[src/rtl/video_pattern_gen.sv]
// rtl/video_pattern_gen.sv - raster timing generator with runtime-selectable test patterns
module video_pattern_gen #(
  parameter int H_ACTIVE   = 640,
  parameter int H_FP       = 16,
  parameter int H_SYNC     = 96,
  parameter int H_BP       = 48,
  parameter int V_ACTIVE   = 480,
  parameter int V_FP       = 10,
  parameter int V_SYNC     = 2,
  parameter int V_BP       = 33,
  parameter bit HS_POL     = 1'b0,
  parameter bit VS_POL     = 1'b0,
  parameter int CW         = 8,
  parameter int CHECK_LOG2 = 5,
  parameter int BAR_W      = 16
) (
  input  logic          clk_25m,
  input  logic          rst_n,
  input  logic [2:0]    mode,
  output logic          hsync,
  output logic          vsync,
  output logic          de,
  output logic [11:0]   x,
  output logic [10:0]   y,
  output logic [CW-1:0] red,
  output logic [CW-1:0] green,
  output logic [CW-1:0] blue,
  output logic          frame_start,
  output logic [15:0]   frame_cnt
);

  localparam int H_TOTAL = H_ACTIVE + H_FP + H_SYNC + H_BP;
  localparam int V_TOTAL = V_ACTIVE + V_FP + V_SYNC + V_BP;

  if (H_TOTAL >= 4096) begin : g_bad_h_total
    $error("H_TOTAL must be below 4096");
  end
  if (V_TOTAL >= 2048) begin : g_bad_v_total
    $error("V_TOTAL must be below 2048");
  end

  localparam logic [11:0] H_LAST    = 12'(H_TOTAL - 1);
  localparam logic [11:0] H_ACT     = 12'(H_ACTIVE);
  localparam logic [11:0] HS_BEG    = 12'(H_ACTIVE + H_FP);
  localparam logic [11:0] HS_END    = 12'(H_ACTIVE + H_FP + H_SYNC);
  localparam logic [10:0] V_LAST    = 11'(V_TOTAL - 1);
  localparam logic [10:0] V_ACT     = 11'(V_ACTIVE);
  localparam logic [10:0] VS_BEG    = 11'(V_ACTIVE + V_FP);
  localparam logic [10:0] VS_END    = 11'(V_ACTIVE + V_FP + V_SYNC);
  localparam logic [11:0] BAR_LAST  = 12'(H_ACTIVE - 1);
  localparam logic [12:0] BAR_WIDTH = 13'(BAR_W);
  localparam logic [11:0] BAR_STEP  = 12'(H_ACTIVE / 8);
  localparam logic [11:0] THIRD_1   = 12'(H_ACTIVE / 3);
  localparam logic [11:0] THIRD_2   = 12'((2 * H_ACTIVE) / 3);

  logic [11:0]   h_cnt_q, h_cnt_d;
  logic [10:0]   v_cnt_q, v_cnt_d;
  logic [15:0]   frame_cnt_q, frame_cnt_d;
  logic [11:0]   bar_pos_q, bar_pos_d;
  logic [2:0]    mode_q, mode_d;
  logic          hsync_q, hsync_d;
  logic          vsync_q, vsync_d;
  logic          de_q, de_d;
  logic          fs_q, fs_d;
  logic [11:0]   x_q, x_d;
  logic [10:0]   y_q, y_d;
  logic [CW-1:0] red_q, red_d;
  logic [CW-1:0] green_q, green_d;
  logic [CW-1:0] blue_q, blue_d;

  logic          h_last, v_last, at_origin, active, hs_act, vs_act, in_bar;
  logic [11:0]   bar_idx;
  logic [2:0]    rgb_on;
  logic          ramp_sel;

  assign h_last    = (h_cnt_q == H_LAST);
  assign v_last    = (v_cnt_q == V_LAST);
  assign at_origin = (h_cnt_q == 12'd0) && (v_cnt_q == 11'd0);
  assign active    = (h_cnt_q < H_ACT) && (v_cnt_q < V_ACT);
  assign hs_act    = (h_cnt_q >= HS_BEG) && (h_cnt_q < HS_END);
  assign vs_act    = (v_cnt_q >= VS_BEG) && (v_cnt_q < VS_END);
  assign bar_idx   = h_cnt_q / BAR_STEP;
  // bar shape is clipped at the right edge by the active-region mask, never wrapped
  assign in_bar    = ({1'b0, h_cnt_q} >= {1'b0, bar_pos_q}) &&
                     ({1'b0, h_cnt_q} < ({1'b0, bar_pos_q} + BAR_WIDTH));

  // raster counters; frame count, bar position and pattern select change only at the frame boundary
  always_comb begin
    h_cnt_d     = h_last ? 12'd0 : h_cnt_q + 12'd1;
    v_cnt_d     = v_cnt_q;
    frame_cnt_d = frame_cnt_q;
    bar_pos_d   = bar_pos_q;
    if (h_last) begin
      v_cnt_d = v_last ? 11'd0 : v_cnt_q + 11'd1;
    end
    if (h_last && v_last) begin
      frame_cnt_d = frame_cnt_q + 16'd1;
      bar_pos_d   = (bar_pos_q == BAR_LAST) ? 12'd0 : bar_pos_q + 12'd1;
    end
    // the pixel at (0,0) already uses the freshly sampled mode
    mode_d = at_origin ? mode : mode_q;
  end

  // pattern selection as on/off per channel ({r,g,b}), except the grey ramp
  always_comb begin
    rgb_on   = 3'b000;
    ramp_sel = 1'b0;
    case (mode_d)
      3'd0: begin
        case (bar_idx)
          12'd0:   rgb_on = 3'b111;
          12'd1:   rgb_on = 3'b110;
          12'd2:   rgb_on = 3'b011;
          12'd3:   rgb_on = 3'b010;
          12'd4:   rgb_on = 3'b101;
          12'd5:   rgb_on = 3'b100;
          12'd6:   rgb_on = 3'b001;
          default: rgb_on = 3'b000;
        endcase
      end
      // top-left square is white
      3'd1:    rgb_on   = {3{h_cnt_q[CHECK_LOG2] ~^ v_cnt_q[CHECK_LOG2]}};
      3'd2:    ramp_sel = 1'b1;
      3'd3:    rgb_on   = in_bar ? 3'b111 : 3'b001;
      3'd4: begin
        if (h_cnt_q < THIRD_1)      rgb_on = 3'b100;
        else if (h_cnt_q < THIRD_2) rgb_on = 3'b010;
        else                        rgb_on = 3'b001;
      end
      default: rgb_on = 3'b000;
    endcase
  end

  // output stage: everything derived from the same counter state so it lines up one cycle later
  always_comb begin
    hsync_d = hs_act ? HS_POL : ~HS_POL;
    vsync_d = vs_act ? VS_POL : ~VS_POL;
    de_d    = active;
    x_d     = h_cnt_q;
    y_d     = v_cnt_q;
    fs_d    = at_origin;
    red_d   = '0;
    green_d = '0;
    blue_d  = '0;
    if (active) begin
      if (ramp_sel) begin
        red_d   = h_cnt_q[CW-1:0];
        green_d = h_cnt_q[CW-1:0];
        blue_d  = h_cnt_q[CW-1:0];
      end else begin
        red_d   = {CW{rgb_on[2]}};
        green_d = {CW{rgb_on[1]}};
        blue_d  = {CW{rgb_on[0]}};
      end
    end
  end

  // state and output registers
  always_ff @(posedge clk_25m or negedge rst_n) begin
    if (!rst_n) begin
      h_cnt_q     <= '0;
      v_cnt_q     <= '0;
      frame_cnt_q <= '0;
      bar_pos_q   <= '0;
      mode_q      <= '0;
      hsync_q     <= ~HS_POL;
      vsync_q     <= ~VS_POL;
      de_q        <= 1'b0;
      fs_q        <= 1'b0;
      x_q         <= '0;
      y_q         <= '0;
      red_q       <= '0;
      green_q     <= '0;
      blue_q      <= '0;
    end else begin
      h_cnt_q     <= h_cnt_d;
      v_cnt_q     <= v_cnt_d;
      frame_cnt_q <= frame_cnt_d;
      bar_pos_q   <= bar_pos_d;
      mode_q      <= mode_d;
      hsync_q     <= hsync_d;
      vsync_q     <= vsync_d;
      de_q        <= de_d;
      fs_q        <= fs_d;
      x_q         <= x_d;
      y_q         <= y_d;
      red_q       <= red_d;
      green_q     <= green_d;
      blue_q      <= blue_d;
    end
  end

  assign hsync       = hsync_q;
  assign vsync       = vsync_q;
  assign de          = de_q;
  assign x           = x_q;
  assign y           = y_q;
  assign red         = red_q;
  assign green       = green_q;
  assign blue        = blue_q;
  assign frame_start = fs_q;
  assign frame_cnt   = frame_cnt_q;

endmodule

[config.mk]
export PLATFORM = sky130hd
export DESIGN_NAME = video_pattern_gen
export DESIGN_NICKNAME = d
export VERILOG_FILES = /design/src/rtl/video_pattern_gen.sv
export SDC_FILE = /design/constraint.sdc
export NUM_CORES = 1
export LEC_CHECK = 0
export CAP_MARGIN = 20
export CELL_PAD_IN_SITES_DETAIL_PLACEMENT = 1
export CELL_PAD_IN_SITES_GLOBAL_PLACEMENT = 2
export CORE_UTILIZATION = 38
export CTS_BUF_LIST = sky130_fd_sc_hd__clkbuf_16
export DETAILED_ROUTE_END_ITERATION = 10
export GPL_TIMING_DRIVEN = 1
export PLACE_DENSITY_LB_ADDON = 0.1
export SYNTH_ARGS = -nofsm -noshare
export SYNTH_HDL_FRONTEND = slang
export SYNTH_SLANG_ARGS = --single-unit
export TNS_END_PERCENT = 100
[constraint.sdc]
create_clock -name clk_25m -period 6.5 [get_ports clk_25m]
set_input_delay 0.975 -clock clk_25m [delete_from_list [all_inputs] [get_ports clk_25m]]
set_output_delay 0.975 -clock clk_25m [all_outputs]
set_load 0.05 [all_outputs]
==> reports/metrics.csv <==
stage;metric;value;unit
synth;leading cell types by count after synthesis;dfrtp_1, nor2_1, nand2_1;
flow_run;maxcap violations;0;
sta;fin crit share;0.492;
detailed_routing;DRT iter0 DRCs;242;
detailed_routing;Met2 Wirelength;6640;um
synth;leading area contributor after synthesis;dfrtp_1;
placed_design;placed cells;763;
sta;f_max;313;MHz
synth;dominant synthesized flop cell;dfrtp_1;
pwr;Power per Cell Area;208;nW/um^2
pwr;VDD IR max;102;uV
placed_design;pre-CTS WS;3.20;ns
floorplan;Core Box Area;13900;um^2
placed_design;Port Buffer Count;71;
sta;Slew Limit Fails;0;
floorplan;Die Height;121;um
detailed_routing;number of remaining DRC errors;0;
sta;final-layout worst hold slack;0.424;ns
outcome;status;completed;
clocking;H-tree depth;3;
detailed_routing;ANT nets after route;0;
global_route;initial antenna violation count;0;
layout;layout cells sized above 1;0.0684;
synth;Yosys reg bits;105;
min_path;Tightest Hold Check Type;reg2reg;
floorplan;top-level I/O count;72;
global_route;largest net degree at the start of global routing;67;
pwr;leakage;2.88;nW
floorplan;site row count;43;
clocking;worst skew pair latency;0.36;ns
sta;RSZ-0062 raised after global routing;no;
synth;Async SR Flop Fraction;1.00;
global_route;vias in the first global route;4287;
clocking;Root Buffer;clkbuf_16;
synth;Synthesis Warnings;0;
setup_path;Worst setup SP type;flop;
clocking;CTS Buf Count;9;
synth;Cells after Synth;529;
synth;largest cells by area after synthesis;dfrtp_1, ha_1, xnor2_1;
setup_path;Arrival @ worst endpoint;3.47;ns
placed_design;dpl hpwl;9970;um
clocking;CTS-repair resized insts;0;
layout;Diodes inserted;0;
global_route;GRT Util Overall;0.201;
sta;worst-margin pin slew;0.844;ns
clocking;Setup Fix Bufs, Post-CTS;0;
sta;setup violators final;0;
min_path;hold depth;0;
sta;Final Hold Viols;0;
synth;sequential area share after synthesis;0.486;
layout;filler instances;1560;
clocking;CTS tree;built;
clocking;maximum clock insertion buffer count;2;
detailed_routing;final WL;13700;um
synth;most frequent cell after synthesis;dfrtp_1;
layout;Non-Filler Instances;779;
clocking;hold buffer count at cts;0;
floorplan;area of the die;14700;um^2
clocking;CTS Sinks;105;
layout;final core occ;0.475;
clocking;CTS clk-pin slew, worst paths;0.07;ns
detailed_routing;WL per Instance;17.6;um
floorplan;Initial Util;0.390;
placed_design;Placed Area;6270;um^2
detailed_routing;vias per cell;5.22;
setup_path;cell depth of the worst flop-to-flop path;11;
synth;synthesized area per cell;10.2;um^2
sta;TNS Setup;0;ns
sta;Relative slew margins;0.437;
detailed_routing;vias;4067;
synth;top cell type's share of synthesized area;0.477;
detailed_routing;met3 routed WL;292;um
synth;Post-synth EDFFs;0;
synth;synth unique cells;65;
floorplan;Die W;121;um
synth;post-synthesis net count;562;
sta;setup ws final;3.31;ns
global_route;first-pass GRT wire length;22500;um
setup_path;Crit path required time;6.78;ns
detailed_routing;Metal-1 WL;6570;um
detailed_routing;1st-pass router iterations;4;
setup_path;worst-path maximum fanout;8;
layout;Nets;627;
synth;synthesized area;5410;um^2
setup_path;critical path type;reg2reg;
sta;fin crit period;3.19;ns
pwr;Pwr Total;1.37;mW
detailed_routing;Top Layer Used;met4;
sta;skew final;0.00923;ns
placed_design;Final Wtd Congestion;0.800;
setup_path;Worst Setup End Kind;flop;
layout;Area Growth Syn to Fin;22.0;%
layout;design area;6600;um^2
global_route;global route total overflow;0;
final timing paths:
| kind | from | to | slack (ns) |
|---|---|---|---|
| worst max-delay path | bar_pos_q[6]$_DFFE_PN0P_ | green[1]$_DFF_PN0_ | 3.31 |
| worst min-delay path | v_cnt_q[8]$_DFFE_PN0N_ | y[8]$_DFF_PN0_ | 0.42 |
| worst max register to register | bar_pos_q[6]$_DFFE_PN0P_ | green[1]$_DFF_PN0_ | 3.31 |
| worst min register to register | v_cnt_q[8]$_DFFE_PN0N_ | y[8]$_DFF_PN0_ | 0.42 |
| max in group asynchronous | rst_n | bar_pos_q[6]$_DFFE_PN0P_ | 4.70 |
| min in group asynchronous | rst_n | blue[0]$_DFF_PN0_ | 0.58 |
logic make-up after synthesis:
kind of cell    count (synthesis)  synth area share
simple gates                  206             0.213
buf+inv                        47            0.0354
flops                         105             0.486
compound gates                 86             0.106
mux                             8            0.0160
xor+xnor                       49            0.0794
fa+ha+maj                      28            0.0648
critical path, stage by stage (launching register included):
cell,delay [ns]
dfrtp_1,0.47
nand3_1,0.23
nor4_1,0.50
xnor2_1,0.14
ha_1,0.21
or4_1,0.47
a21oi_1,0.12
o21ai_0,0.09
o221ai_1,0.21
o2111ai_1,0.27
nand3_2,0.24
nor2b_1,0.18
cell type report:
type	count	area (um^2)	area share
Sequential cell	105	2630	0.399
Multi-Input combinational cell	377	2590	0.392
Timing Repair Buffer	74	728	0.110
Clock buffer	9	225	0.0341
Tap cell	180	225	0.0341
Clock inverter	7	101	0.0154
Inverter	27	101	0.0154
per-layer routing:
| layer | vias up | global-route usage |
|---|---|---|
| li1 | 1978 | - |
| met1 | 2018 | 0.271 |
| met3 | 17 | 0.0320 |
| met5 | - | 0 |
| met2 | 54 | 0.328 |
| met4 | 0 | 0.0625 |
flip-flops by register name, summed over array words and instances (netlist names):
| signal | count |
|---|---|
| frame_start | 1 |
| blue | 8 |
| y | 11 |
| bar_pos_q | 12 |
| v_cnt_q | 11 |
| x | 12 |
| frame_cnt | 16 |
| h_cnt_q | 12 |
| red | 8 |
| mode_q | 3 |
| de | 1 |
| vsync | 1 |
| green | 8 |
| hsync | 1 |
power by group:
group | switching, mW | internal, mW
Clock | 0.257 | 0.343
Combinational | 0.0720 | 0.0313
Sequential | 0.00566 | 0.665
cells in the final DEF, fill, tap and decap left out, drive strengths merged, types with 4 or more instances in the layout:
master         netlist  layout
buf                  7       4
or3                  5       5
nor2                49      49
nor4bb               4       4
nor4                 6       6
o21ai               30      30
nor4b                5       5
and2b                8       8
inv                 26      29
nor3                11      11
clkdlybuf4s50        0      70
a21oi               17      17
nand2               38      38
xor2                13      13
o211ai               5       5
ha                  28      28
nand2b               7       7
a21o                 4       4
nor2b               15      15
or4                  5       5
and3                 9       9
nand3b               4       4
nand4               13      13
xnor2               36      36
nand3               20      20
mux2                 5       5
clkbuf              13       9
dfrtp              103     103
No activity file was read; power rests on OpenSTA's default activity.
==> variant 1: new RTL, same flow settings <==
`x_q` no longer has a reset.
--- a/src/rtl/video_pattern_gen.sv
+++ b/src/rtl/video_pattern_gen.sv
@@ -167,7 +167,6 @@
       vsync_q     <= ~VS_POL;
       de_q        <= 1'b0;
       fs_q        <= 1'b0;
-      x_q         <= '0;
       y_q         <= '0;
       red_q       <= '0;
       green_q     <= '0;
@@ -182,12 +181,15 @@
       vsync_q     <= vsync_d;
       de_q        <= de_d;
       fs_q        <= fs_d;
-      x_q         <= x_d;
       y_q         <= y_d;
       red_q       <= red_d;
       green_q     <= green_d;
       blue_q      <= blue_d;
     end
+  end
+
+  always_ff @(posedge clk_25m) begin
+    x_q <= x_d;
   end
 
   assign hsync       = hsync_q;
Behaviour: differs if rst_n is asserted again (counterexample within 4 cycles, from zero or initial values and one cycle with rst_n low); with rst_n held inactive, the same outputs for 10 cycles.
==> variant 1 against the original RTL <==
- synthesized area fell by 1.1%
- count of clock-buffer cells in the layout did not move
- final area fell by 1.6%
- synthesized cell count did not move
- sequential cell count did not move
- worst setup slack improved by 0.13 ns
- critical path type unchanged
- routed wire length fell by 2.7%
- core utilization rose by 0.51 points
- largest cell class is now multi-input gates
- total power fell by 5.3%
==> variant 1: results (changes against the original RTL) <==
synthesis:
  netlist-cell-type-count: 66  # +1.5%
  sequential_cell_area_fraction_in_the_yosys_report: 0.481  # -0.00577
  synth_flop_cell: "dfrtp_1"
  synth_async_sr_flop_share: 0.886  # -0.114
  ys.warnings.count: 0  # unchanged
  synth.area.top_cells: "dfrtp_1, ha_1, xnor2_1"
  synth.cells.most_frequent: "dfrtp_1, nor2_1, nand2_1, xnor2_1"
status:
  status: "complete, no violations"
drt:
  antenna_violating_nets_left: 0  # unchanged
  drt_wl_total_um: 13300  # -2.7%
  detailroute.wirelength.met2_um: 6550  # -1.2%
  detailroute.via_count: 4105  # +0.93%
  drt_first_pass_iters: 5  # +1
  drt_first_iter_violations: 184  # -24%
  metal3_wl_um: 322  # +10%
  wl_met1_um: 6260  # -4.7%
layout:
  largest_reg_flops: 16  # unchanged
  antennaDiodeCount: 0  # unchanged
  finalNetCount: 627  # unchanged
worst_setup_path:
  cp_slowest_stage_delay_ns: 0.65  # +0.15 ns
  worst_r2r_path_depth: 7  # -4
  critical_path.max_fanout: 22  # +14
  cpMaxStageDelayCell: "dfrtp_1"
  critical_path_arrival_ns: 3.37  # -0.10 ns
  setup.reg_to_reg.worst_slack_ns: 3.43  # +0.13 ns
  critical_path.reg2reg.startpoint: "h_cnt_q[8]$_DFF_PN0_"
timing:
  clock_skew_ns: 0.00990  # +0.000678 ns
  timing_worst_slew_pin_value_ns: 0.791  # -0.0539 ns
  max_freq_mhz: 326  # +4.1%
grt:
  antenna_violations_before_repair: 0  # unchanged
  grt_first_pass_wirelength_um: 22000  # -2.4%
  first_global_vias: 4200  # -2.0%
  gr-usage-all-layers: 0.195  # -0.00570
  grt_remaining_overflow: 0  # unchanged
  grt_max_degree: 49  # -27%
hold_path:
  hold_path_depth: 0  # unchanged
  worst_hold_startpoint: "v_cnt_q[8]$_DFFE_PN0N_"
  worstHoldPathType: "reg -> reg"
clocking:
  path_clk_slew_ns: 0.08
  numCtsBuffers: 9  # unchanged
  clk-insertion-delay-late_ns: 0.36  # about the same
  cts_root_buf: "clkbuf_16"
  cts-htree-levels: 3  # unchanged
  cts.path.max_buffers: 2  # unchanged
placed_design:
  place.gp.congestion: 0.804  # +0.54%
  hpwl_um: 9930  # -0.42%
  setup_slack_after_placement_ns: 3.21  # +0.00224 ns
  placement.io_buffers: 71  # unchanged
pwr:
  vdd_drop_max_v: 0.000152  # +49%
  leakage_nw: 2.80  # -2.7%
-- variant 1: cell types whose count changed after synthesis --
| cell | unedited run | this run |
|---|---|---|
| dfrtp_1 | 103 | 91 |
| dfxtp_1 | 0 | 12 |
-- variant 1: final cells by class --
class,instances,area (um2)
Fill cell,1496,7020
Sequential cell,105,2570
Timing Repair Buffer,74,728
Tap cell,176,220
Multi-Input combinational cell,377,2590
Clock buffer,9,225
Inverter,27,101
Clock inverter,7,57.6
-- variant 1: metrics by stage --
step           hold WS [ns]  cell area, um2   util  std cells
2_1_floorplan         0.349            5350      -        529
3_3_place_gp          0.393            6200  0.459        758
3_5_place_dp          0.404            6210  0.460        759
4_1_cts               0.421            6490  0.480        775
5_1_grt               0.437            6490  0.480        775
6_report              0.414            6490  0.480        775
-- variant 1: worst paths after layout --
path / end
min in group asynchronous: blue[1]$_DFF_PN0_
max in group asynchronous: bar_pos_q[11]$_DFFE_PN0P_
max: red[6]$_DFF_PN0_
min reg2reg: y[8]$_DFF_PN0_
max reg2reg: red[6]$_DFF_PN0_
min: y[8]$_DFF_PN0_
-- variant 1: cells by family after synthesis --
kind of cell,count (synthesis),share of synthesized area
AO/OA/AOI/OAI,86,0.107
flip-flops,105,0.481
AND/OR/NAND/NOR,206,0.215
XOR/XNOR,49,0.0803
buffers and inverters,47,0.0358
adder cells (fa/ha/maj),28,0.0655
multiplexers,8,0.0161
-- variant 1: where the power goes --
part | internal (W) | switching (W)
Clock | 0.000268 | 0.000261
Sequential | 0.000664 | 0.00000591
Combinational | 0.0000313 | 0.0000708
-- variant 1: routing by layer --
| layer | global-route usage | vias up |
|---|---|---|
| met5 | 0 | - |
| met4 | 0.0602 | 0 |
| met3 | 0.0325 | 13 |
| met2 | 0.328 | 54 |
| met1 | 0.256 | 2063 |
| li1 | - | 1975 |
==> variant 2: new RTL, same flow settings <==
Without the edit above. `CW`: 8 -> 7.
--- a/src/rtl/video_pattern_gen.sv
+++ b/src/rtl/video_pattern_gen.sv
@@ -10,7 +10,7 @@
   parameter int V_BP       = 33,
   parameter bit HS_POL     = 1'b0,
   parameter bit VS_POL     = 1'b0,
-  parameter int CW         = 8,
+  parameter int CW         = 7,
   parameter int CHECK_LOG2 = 5,
   parameter int BAR_W      = 16
 ) (
Interface: changed (resized blue, green and red); port bits go from 72 to 69. The function was not compared with the original's and may differ.
==> variant 2 against the original RTL <==
- count of clock-buffer cells in the layout unchanged
- worst setup slack worse by 0.34 ns
- maximum frequency fell by 9.6%
- routed wire length grew 4.4%
- sequential cell count decreased by 3
- synthesized area up 1.6%
- total power is 9.6% lower
- die area rose by 1.5%
- final area is 0.25% higher
- largest cell class is now multi-input gates
- highest routed layer unchanged
==> variant 2: results (changes against the original RTL) <==
clocking:
  post_cts.resized_instances: 0  # unchanged
  clk-insertion-delay-late_ns: 0.35
timing:
  timing_worst_slew_pin_value_ns: 0.860  # +0.0160 ns
  finalCritPeriodShare: 0.544  # +0.0522
  clock_skew_ns: 0.00682  # -0.00240 ns
worst_setup_path:
  cpMaxStageDelayCell: "dfrtp_1"
  critical_path.reg2reg.startpoint: "h_cnt_q[9]$_DFF_PN0_"
  cp_slowest_stage_delay_ns: 0.86  # +0.36 ns
  critical_path.max_fanout: 25  # +17
  setup.reg_to_reg.worst_slack_ns: 2.97  # -0.34 ns
  worst_r2r_path_depth: 7  # -4
  crit_path_end: "frame_cnt[15]$_DFFE_PN0P_"
  critical_path_arrival_ns: 3.80  # +0.33 ns
drt:
  metal3_wl_um: 372  # +27%
  drt_first_pass_iters: 4  # unchanged
  drt_wl_total_um: 14300  # +4.4%
  drt-vias-per-instance: 5.38  # +3.0%
  highest-signal-layer: "met4"
  drt_first_iter_violations: 235  # -2.9%
  detailroute.wirelength.met2_um: 6990  # +5.3%
  wl_met1_um: 6800  # +3.5%
grt:
  gr-usage-all-layers: 0.207  # +0.00601
  grt_use_met1: 0.278  # +0.00659
  first_global_vias: 4453  # +3.9%
  gr_util_met2: 0.344  # +0.0163
  grt_max_degree: 81  # +21%
  grt_first_pass_wirelength_um: 23700  # +5.2%
  met3_usage: 0.0325  # +0.000573
layout:
  finalNetCount: 645  # +2.9%
  fillCellCount: 1564  # +0.26%
  layout_cell_share_with_drive_strength_beyond_1: 0.0648  # -0.00362
synthesis:
  sequential_cell_area_fraction_in_the_yosys_report: 0.465  # -0.0211
  synth_xor_area_frac: 0.0797  # +0.000383
  synth.cells.most_frequent: "dfrtp_1, nor2_1, nand2_1, xnor2_1, o21ai_0"
  synth.area.top_cells: "dfrtp_1, ha_1, xnor2_1"
  synth.net_count: 584  # +3.9%
  synthMuxAreaShare: 0.0228  # +0.00682
  synth_fa_ha_area_frac: 0.0638  # -0.000989
  synth_compound_area_frac: 0.123  # +0.0171
placed_design:
  place.gp.congestion: 0.840  # +5.1%
  placement.io_buffers: 68  # -4.2%
  hpwl_um: 10200  # +2.5%
pwr:
  leakage_nw: 2.85  # -1.1%
  vdd_drop_max_v: 0.000114  # +11%
  power_switching_w: 0.000309  # -7.6%
status:
  status: "complete, no violations"
hold_path:
  hold_path_depth: 0  # unchanged
-- variant 2: power groups by stage --
stage          combinational (W)  sequential, W  clock [W]
2_1_floorplan          0.0000165       0.000698          0
3_3_place_gp           0.0000937       0.000662          0
3_5_place_dp           0.0000947       0.000663          0
4_1_cts                0.0000951       0.000650   0.000511
5_1_grt                 0.000102       0.000651   0.000536
6_report               0.0000955       0.000650   0.000496
-- variant 2: through the flow --
stage,instance area [um2],std cells,hold slack [ns]
finish,6610,797,0.421
global route,6610,797,0.442
CTS,6580,795,0.431
detailed placement,6310,779,0.415
global placement,6310,779,0.400
floorplan,5490,551,0.374
-- variant 2: layout make-up --
cell class	instances	share of cell area
clock buffers	9	0.0341
clock inverters	7	0.00586
inverters	28	0.0159
multi-input cells	397	0.411
flip-flops and latches	102	0.386
well taps	180	0.0341
repair buffers	74	0.112
-- variant 2: critical path: cells and delay by family (launching register included) --
kind                      cells  cell delay [ns]
and+or+nand+nor               6             2.37
DFF                           1             0.86
xor gates and xnor gates      1             0.21
